<file path="src/rtl/dm_lane_ctrl.sv">
// dm_lane_ctrl: one DM/DQ lane. Delays parallel write data by TRI_LEAD+1 cycles,
// opens the shared tristate window around every word, and moves staged output
// delay values to the delay lines only while the lane is not transmitting.
module dm_lane_ctrl #(
    parameter int   WIDTH     = 2,
    parameter int   TRI_LEAD  = 1,
    parameter int   TRI_TRAIL = 1,
    parameter logic IDLE_VAL  = 1'b0,
    localparam int  AW        = (WIDTH > 1) ? $clog2(WIDTH) : 1
) (
    input  logic                 clk,
    input  logic                 rst,
    input  logic                 wr_en,
    input  logic [4*WIDTH-1:0]   din,
    input  logic                 dly_we,
    input  logic [AW-1:0]        dly_addr,
    input  logic [7:0]           dly_data,
    input  logic                 dly_apply,
    output logic [4*WIDTH-1:0]   dout,
    output logic [3:0]           tout,
    output logic [8*WIDTH-1:0]   dly_out,
    output logic                 set_odelay,
    output logic                 ld_odelay,
    output logic                 dly_busy
);

    localparam int LAT = TRI_LEAD + 1;
    localparam int WIN = LAT + TRI_TRAIL;
    localparam logic [4*WIDTH-1:0] IDLE_WORD = {(4*WIDTH){IDLE_VAL}};

    typedef enum logic [2:0] {
        S_IDLE,
        S_PEND,
        S_SET,
        S_WAIT,
        S_LD
    } state_t;

    state_t               state_q, state_d;
    logic [4*WIDTH-1:0]   pipe_q [LAT];
    logic [2:0]           win_q, win_d;
    logic [7:0]           shadow_q [WIDTH];
    logic [7:0]           shadow_d [WIDTH];
    logic [8*WIDTH-1:0]   dly_out_q, dly_out_d;
    logic                 lane_active;

    // The window counter holds how many tristate-open cycles remain, counting the
    // current one; each new word reloads the full window so overlaps merge.
    always_comb begin
        win_d = win_q;
        if (wr_en) begin
            win_d = 3'(WIN);
        end else if (win_q != 3'd0) begin
            win_d = win_q - 3'd1;
        end
    end

    assign lane_active = wr_en || (win_q != 3'd0);

    // Data delay line and window counter; idle slots carry the idle pattern.
    always_ff @(posedge clk) begin
        if (!rst) begin
            for (int i = 0; i < LAT; i++) begin
                pipe_q[i] <= IDLE_WORD;
            end
            win_q <= 3'd0;
        end else begin
            pipe_q[0] <= wr_en ? din : IDLE_WORD;
            for (int i = 1; i < LAT; i++) begin
                pipe_q[i] <= pipe_q[i-1];
            end
            win_q <= win_d;
        end
    end

    // Shadow next-state: a write to an index past the lane width matches no entry.
    always_comb begin
        for (int i = 0; i < WIDTH; i++) begin
            shadow_d[i] = shadow_q[i];
            if (dly_we && (int'(dly_addr) == i)) begin
                shadow_d[i] = dly_data;
            end
        end
    end

    // Apply sequencer next state: waits in PEND until the lane goes quiet.
    always_comb begin
        state_d = state_q;
        case (state_q)
            S_IDLE:  if (dly_apply) state_d = S_PEND;
            S_PEND:  if (!lane_active) state_d = S_SET;
            S_SET:   state_d = S_WAIT;
            S_WAIT:  state_d = S_LD;
            S_LD:    state_d = S_IDLE;
            default: state_d = S_IDLE;
        endcase
    end

    // Active delays are copied from the shadow (including a same-cycle write)
    // only on the edge that enters SET.
    always_comb begin
        dly_out_d = dly_out_q;
        if ((state_q == S_PEND) && (state_d == S_SET)) begin
            for (int i = 0; i < WIDTH; i++) begin
                dly_out_d[8*i +: 8] = shadow_d[i];
            end
        end
    end

    // Sequencer state, shadow bank and active delay registers.
    always_ff @(posedge clk) begin
        if (!rst) begin
            state_q   <= S_IDLE;
            dly_out_q <= '0;
            for (int i = 0; i < WIDTH; i++) begin
                shadow_q[i] <= 8'h00;
            end
        end else begin
            state_q   <= state_d;
            dly_out_q <= dly_out_d;
            for (int i = 0; i < WIDTH; i++) begin
                shadow_q[i] <= shadow_d[i];
            end
        end
    end

    assign dout       = pipe_q[LAT-1];
    assign tout       = (win_q != 3'd0) ? 4'h0 : 4'hF;
    assign dly_out    = dly_out_q;
    assign set_odelay = (state_q == S_SET);
    assign ld_odelay  = (state_q == S_LD);
    assign dly_busy   = (state_q != S_IDLE);

endmodule
</file>
<file path="config.mk">
export PLATFORM = sky130hd
export DESIGN_NAME = dm_lane_ctrl
export DESIGN_NICKNAME = d
export VERILOG_FILES = /design/src/rtl/dm_lane_ctrl.sv
export SDC_FILE = /design/constraint.sdc
export NUM_CORES = 1
export LEC_CHECK = 0
export BUFFER_PORTS_ARGS = -buffer_cell sky130_fd_sc_hd__buf_2
export CORE_MARGIN = 2
export CORE_UTILIZATION = 37
export DETAILED_ROUTE_END_ITERATION = 16
export PLACE_DENSITY_LB_ADDON = 0.05
export SETUP_SLACK_MARGIN = 0.15
export SLEW_MARGIN = 20
export SYNTH_ARGS = -nofsm -noshare
export SYNTH_HDL_FRONTEND = slang
export SYNTH_SLANG_ARGS = --single-unit
</file>
<file path="constraint.sdc">
create_clock -name clk -period 1.86 [get_ports clk]
set_input_delay 0.186 -clock clk [delete_from_list [all_inputs] [get_ports clk]]
set_output_delay 0.186 -clock clk [all_outputs]
set_load 0.005 [all_outputs]
</file>
Word level (Yosys, flattened, before mapping). Memory sizes are Yosys's and may differ from the RTL's. Index checks and enable logic that the tools add are counted.

Register bits: 22. Memories: 2. Word-level logic and storage cells: 42. Output and inout bits: 31. ROM bits: 0. Bits in writable memories: 32. Bits in latches: 0.

Memories: pipe_q (depth 2, bits a word 8, read ports 2, clocked after Yosys merged registers in 0, write ports 2, line 40) `logic [4*WIDTH-1:0] pipe_q [LAT];`; shadow_q (depth 2, bits a word 8, read ports 2, clocked after Yosys merged registers in 0, write ports 2, line 42) `logic [7:0] shadow_q [WIDTH];`.

Add/sub/neg operators: 1. Shifts and indexed selects: 0. Multiply operators: 0. Divide/modulo/power cells: 0. Reductions and logical operators: 9. Eq/ne operators: 5. Multiplexer cells: 15. $lt $le $gt $ge: 0. Bitwise logic cells: 6.

Operator list (count): $mux 8 (7); $pmux 3 s4 (1); $eq 3x2->1 const B (3); $mux 3 (2); $reduce_bool 3->1 (2); $mux 2 (2); $mux 4 (1); $or 1x1->1 (4); $eq 3x1->1 const B (1); $eq 3x3->1 const B (1); $logic_and 1x1->1 (3); $logic_not 3->1 (1); $sub 3x1->3 const B (1); $mux 1 (2); $not 1->1 (2); $reduce_bool 2->1 (1); $reduce_or 2->1 (1); $logic_or 1x1->1 (1).

Depth between registers and ports, before layout.
Depth in word-level cells: 6. Depth in mapped cells: 7. Depth with buffers taken out: 6.

Worst setup path after synthesis. No wires, ideal clock.

Path kind: reg-to-reg. From: reg win_q[0]. To: reg dly_out_q[2], in the netlist dly_out[2]. Cell stages (with the launch flop): 8. Slack: 0.087 ns. Library setup time: 0.069 ns. Arrival: 1.704 ns. Data required time: 1.791 ns. Buffers on the path: 2. Period minus slack after synthesis: 1.773 ns. Cell sequence: dfxtp_1 > inv_1 > ha_1 > or4b_1 > buf_2 > or3_4 > buf_6 > o21ai_1.

Cells in the longest elaborated chain, start to end: 6.

RTL lines: start: declaration (line 41) `logic [2:0] win_q, win_d;`; start signal: assignment (line 72) `win_q <= win_d;`; $reduce_bool 3->1 (line 58) `assign lane_active = wr_en || (win_q != 3'd0);`; $logic_or 1x1->1 (line 58); $mux 3 (line 91) `S_PEND: if (!lane_active) state_d = S_SET;`; $pmux 3 s4 (line 89) `case (state_q)`; $eq 3x2->1 (line 103) `if ((state_q == S_PEND) && (state_d == S_SET)) begin`; $logic_and 1x1->1 (line 103); end signal: assignment (line 120) `dly_out_q <= dly_out_d;`; end: declaration (line 44) `logic [8*WIDTH-1:0] dly_out_q, dly_out_d;`.

Every way passes these cells. A chain may end at the register's enable or synchronous reset.

Final worst setup path.
From: reg win_q[0]. To: reg dly_out_q[13], in the netlist dly_out[13].

The elaborated chain is that of the path after synthesis.

==> results.sh <==
export IMPL_outcome="finished, final reports clean"
export IMPL_arrival_ps=1950
export IMPL_synth_top_area_cell="dfxtp_1"
export IMPL_core_um2=5075
export IMPL_fin_setup_tns_ps=0
export IMPL_gp_congestion=0.7349
export IMPL_hpwl_mm=2.703
export IMPL_first_iter_violations=46
export IMPL_num_antenna_cells=0
export IMPL_numCtsBuffers=5
export IMPL_io_buffers=52
export IMPL_synthCells=187
export IMPL_clock_skew_ps=5.451
export IMPL_grt_max_degree=36
export IMPL_drive_gt1_frac=0.3450
export IMPL_grt_use_total=0.1432
export IMPL_viasPerCell=4.709
export IMPL_crit_type="reg -> reg"
export IMPL_grt_pass1_vias=1395
export IMPL_path_cells="inv_2 -> ha_4 -> or4b_4 -> or3_4 -> o21ai_1"
export IMPL_pwr_share_comb=0.117
export IMPL_cts_tree="yes"
export IMPL_synth_distinct_cells=28
export IMPL_clk_transition_reported_paths_ps=90
export IMPL_final_hold_violation_count=0
export IMPL_synth_edf_count=0
export IMPL_ir_drop_mv=0.3356
export IMPL_rsz0062_at_grt="true"
export IMPL_max_slew_margin_rel=0.6559
export IMPL_worst_slew_pin_slew_ps=514.9
export IMPL_drv_cap=0
export IMPL_die_y_um=76.52
export IMPL_p_per_area_nw_per_um2=908.9
export IMPL_p_switching_uw=516.3
export IMPL_async_reset_ff_frac=0
export IMPL_layout_cells_non_filler=299
export IMPL_leakage_nw=1.084
export IMPL_die_width_um=76.52
export IMPL_clkPwrFrac=0.310
export IMPL_synth_avg_cell_area_um2=10.40
export IMPL_wl_per_cell_um=13.28
export IMPL_final_antenna_net_count=0
export IMPL_hold_class="in -> reg"
export IMPL_cts_sinks=54
export IMPL_synth_warning_count=0
export IMPL_p_int_mw=1.608
export IMPL_path_max_fanout=8
export IMPL_critical_path_slowest_cell="or3_4"
export IMPL_nFillCells=527
export IMPL_power_mw=2.124
export IMPL_dp_cells=290
export IMPL_antenna_found_initial=0
export IMPL_grt_overflow_total=0
export IMPL_yosysSeqAreaShare=0.5556
export IMPL_fp_dieArea_um2=5855
export IMPL_wl_mm=3.970
export IMPL_grt_pass1_wl_mm=6.630
export IMPL_layout_common_cells="53 x dfxtp_1, 52 x buf_2, 18 x mux2i_1, 18 x nor2_1, 16 x o211ai_1"
export IMPL_synth_area_top_cells="dfxtp_1 56%, mux2i_1 9.3%, o211ai_1 6.2%, buf_4 4.2%, nor2_1 3.5%"
export IMPL_crit_buf_inv=1
export IMPL_pwr_share_seq=0.573
export IMPL_cts_hold_fix_buffers=0
export IMPL_ios=53
export IMPL_period_needed_ps=1716
export IMPL_fmax_ghz=0.5827
export IMPL_end_kind="register"
export IMPL_slowest_delay_ps=490
export IMPL_synthesis_area_um2=1946
export IMPL_worst_ep_required_time_ps=2090
export IMPL_finalNetCount=252
export IMPL_cts_buffer_depth=2
export IMPL_crit_family="simple AND/OR/NAND/NOR gates"
export IMPL_period_share=0.9227
export IMPL_setup_violations=0
export IMPL_clock_insertion_delay_worst_skew_ps=300
export IMPL_ys_ff_latch=54
export IMPL_drc=0
export IMPL_syn_nets=211
export IMPL_ctsRootBufferMaster="clkbuf_8"
export IMPL_final_common_cell="dfxtp_1"
export IMPL_ys_dominant_reg_cell="dfxtp_1"
export IMPL_start_util=0.3834
export IMPL_rows=26
export IMPL_first_pass_iters=3
export IMPL_synth_top_area_share=0.5556
export IMPL_syn_to_final_growth_pct=20.13
export IMPL_h_tree_depth=2
export IMPL_cts_setup_buffers=0
export IMPL_via_count=1408
export IMPL_slew_violations=0
export IMPL_swShare=0.2431
export IMPL_startpoint_type="register"
==> kinds of logic (layout without fill, tap and decap cells) <==
family                   count (synthesis)  count (layout)  synth area share
AND/OR/NAND/NOR                         46              47            0.1267
AO/OA/AOI/OAI                           38              38            0.1280
buffers and inverters                   28              69           0.07974
XOR/XNOR                                 1               1          0.004502
multiplexers                            18              18           0.09260
adder cells (fa/ha/maj)                  2               2           0.01286
flip-flops                              54              54            0.5556
==> path summary, 6_finish.rpt <==
kind	startpoint	endpoint	slack, ps	cells past startpoint
max	win_q[0]$_SDFFE_PN0N_	dly_out[13]$_SDFFE_PN0P_	140	5
min	din[7]	pipe_q[0][7]$_SDFF_PN0_	120	2
min reg2reg	pipe_q[0][4]$_SDFF_PN0_	pipe_q[0][12]$_SDFF_PN0_	440	1
max reg2reg	win_q[0]$_SDFFE_PN0N_	dly_out[13]$_SDFFE_PN0P_	140	5
==> through the flow <==
step,hold slack [ps],utilization,instance area (um^2),setup WS (ps)
2_1_floorplan,331.9,-,1969,99.25
3_3_place_gp,415.0,0.4352,2208,215.6
3_5_place_dp,420.9,0.4352,2208,153.6
4_1_cts,109.1,0.4539,2303,147.9
5_1_grt,107.5,0.4606,2337,111.6
6_report,119.0,0.4606,2337,143.7
==> flip-flops by register name, summed over array words and instances, names as in the netlist <==
| register | count |
|---|---|
| dly_out | 16 |
| pipe_q | 16 |
| shadow_q | 16 |
| state_q | 3 |
| win_q | 3 |
==> power by group through the flow <==
stage | logic [mW] | clock network (mW) | registers, mW
global placement | 0.239 | 0 | 1.24
CTS | 0.246 | 0.685 | 1.22
detailed placement | 0.244 | 0 | 1.24
finish | 0.249 | 0.659 | 1.22
floorplan | 0.178 | 0 | 1.24
global route | 0.278 | 0.745 | 1.22
==> what timing repair did <==
action                     in CTS  in global routing
gates cloned                    0                  1
pin swaps                       0                  4
setup endpoints to repair       2                 10
gates resized for setup         0                 13
==> layer usage <==
metal	share of wire	up-vias	global-route usage	wire length, um
met4	0.016	0	0.06000	63
met1	0.47	654	0.1768	1880
met2	0.46	35	0.2319	1821
li1	-	713	-	-
met5	0	-	0	0
met3	0.051	6	0.04384	204
==> layout make-up <==
class                   instances  area (um^2)  area share
flip-flops and latches         54         1082      0.4631
multi-input cells             106        759.5      0.3249
repair buffers                 57        297.8      0.1274
well taps                      70        87.58     0.03747
clock buffers                   6        82.58     0.03533
inverters                       4        15.01    0.006424
clock inverters                 2        12.51    0.005353
==> cell usage after synthesis (all sizes together), types with 2 or more instances <==
cell,instances
nand2,2
o21ai,16
and3,8
ha,2
o21a,3
clkbuf,10
buf,14
nor2,18
dfxtp,54
or3,2
inv,4
o211ai,16
o21bai,2
nor3,2
mux2i,18
nand2b,2
and2,8
nor3b,2
No activity file was read; power rests on OpenSTA's default activity.
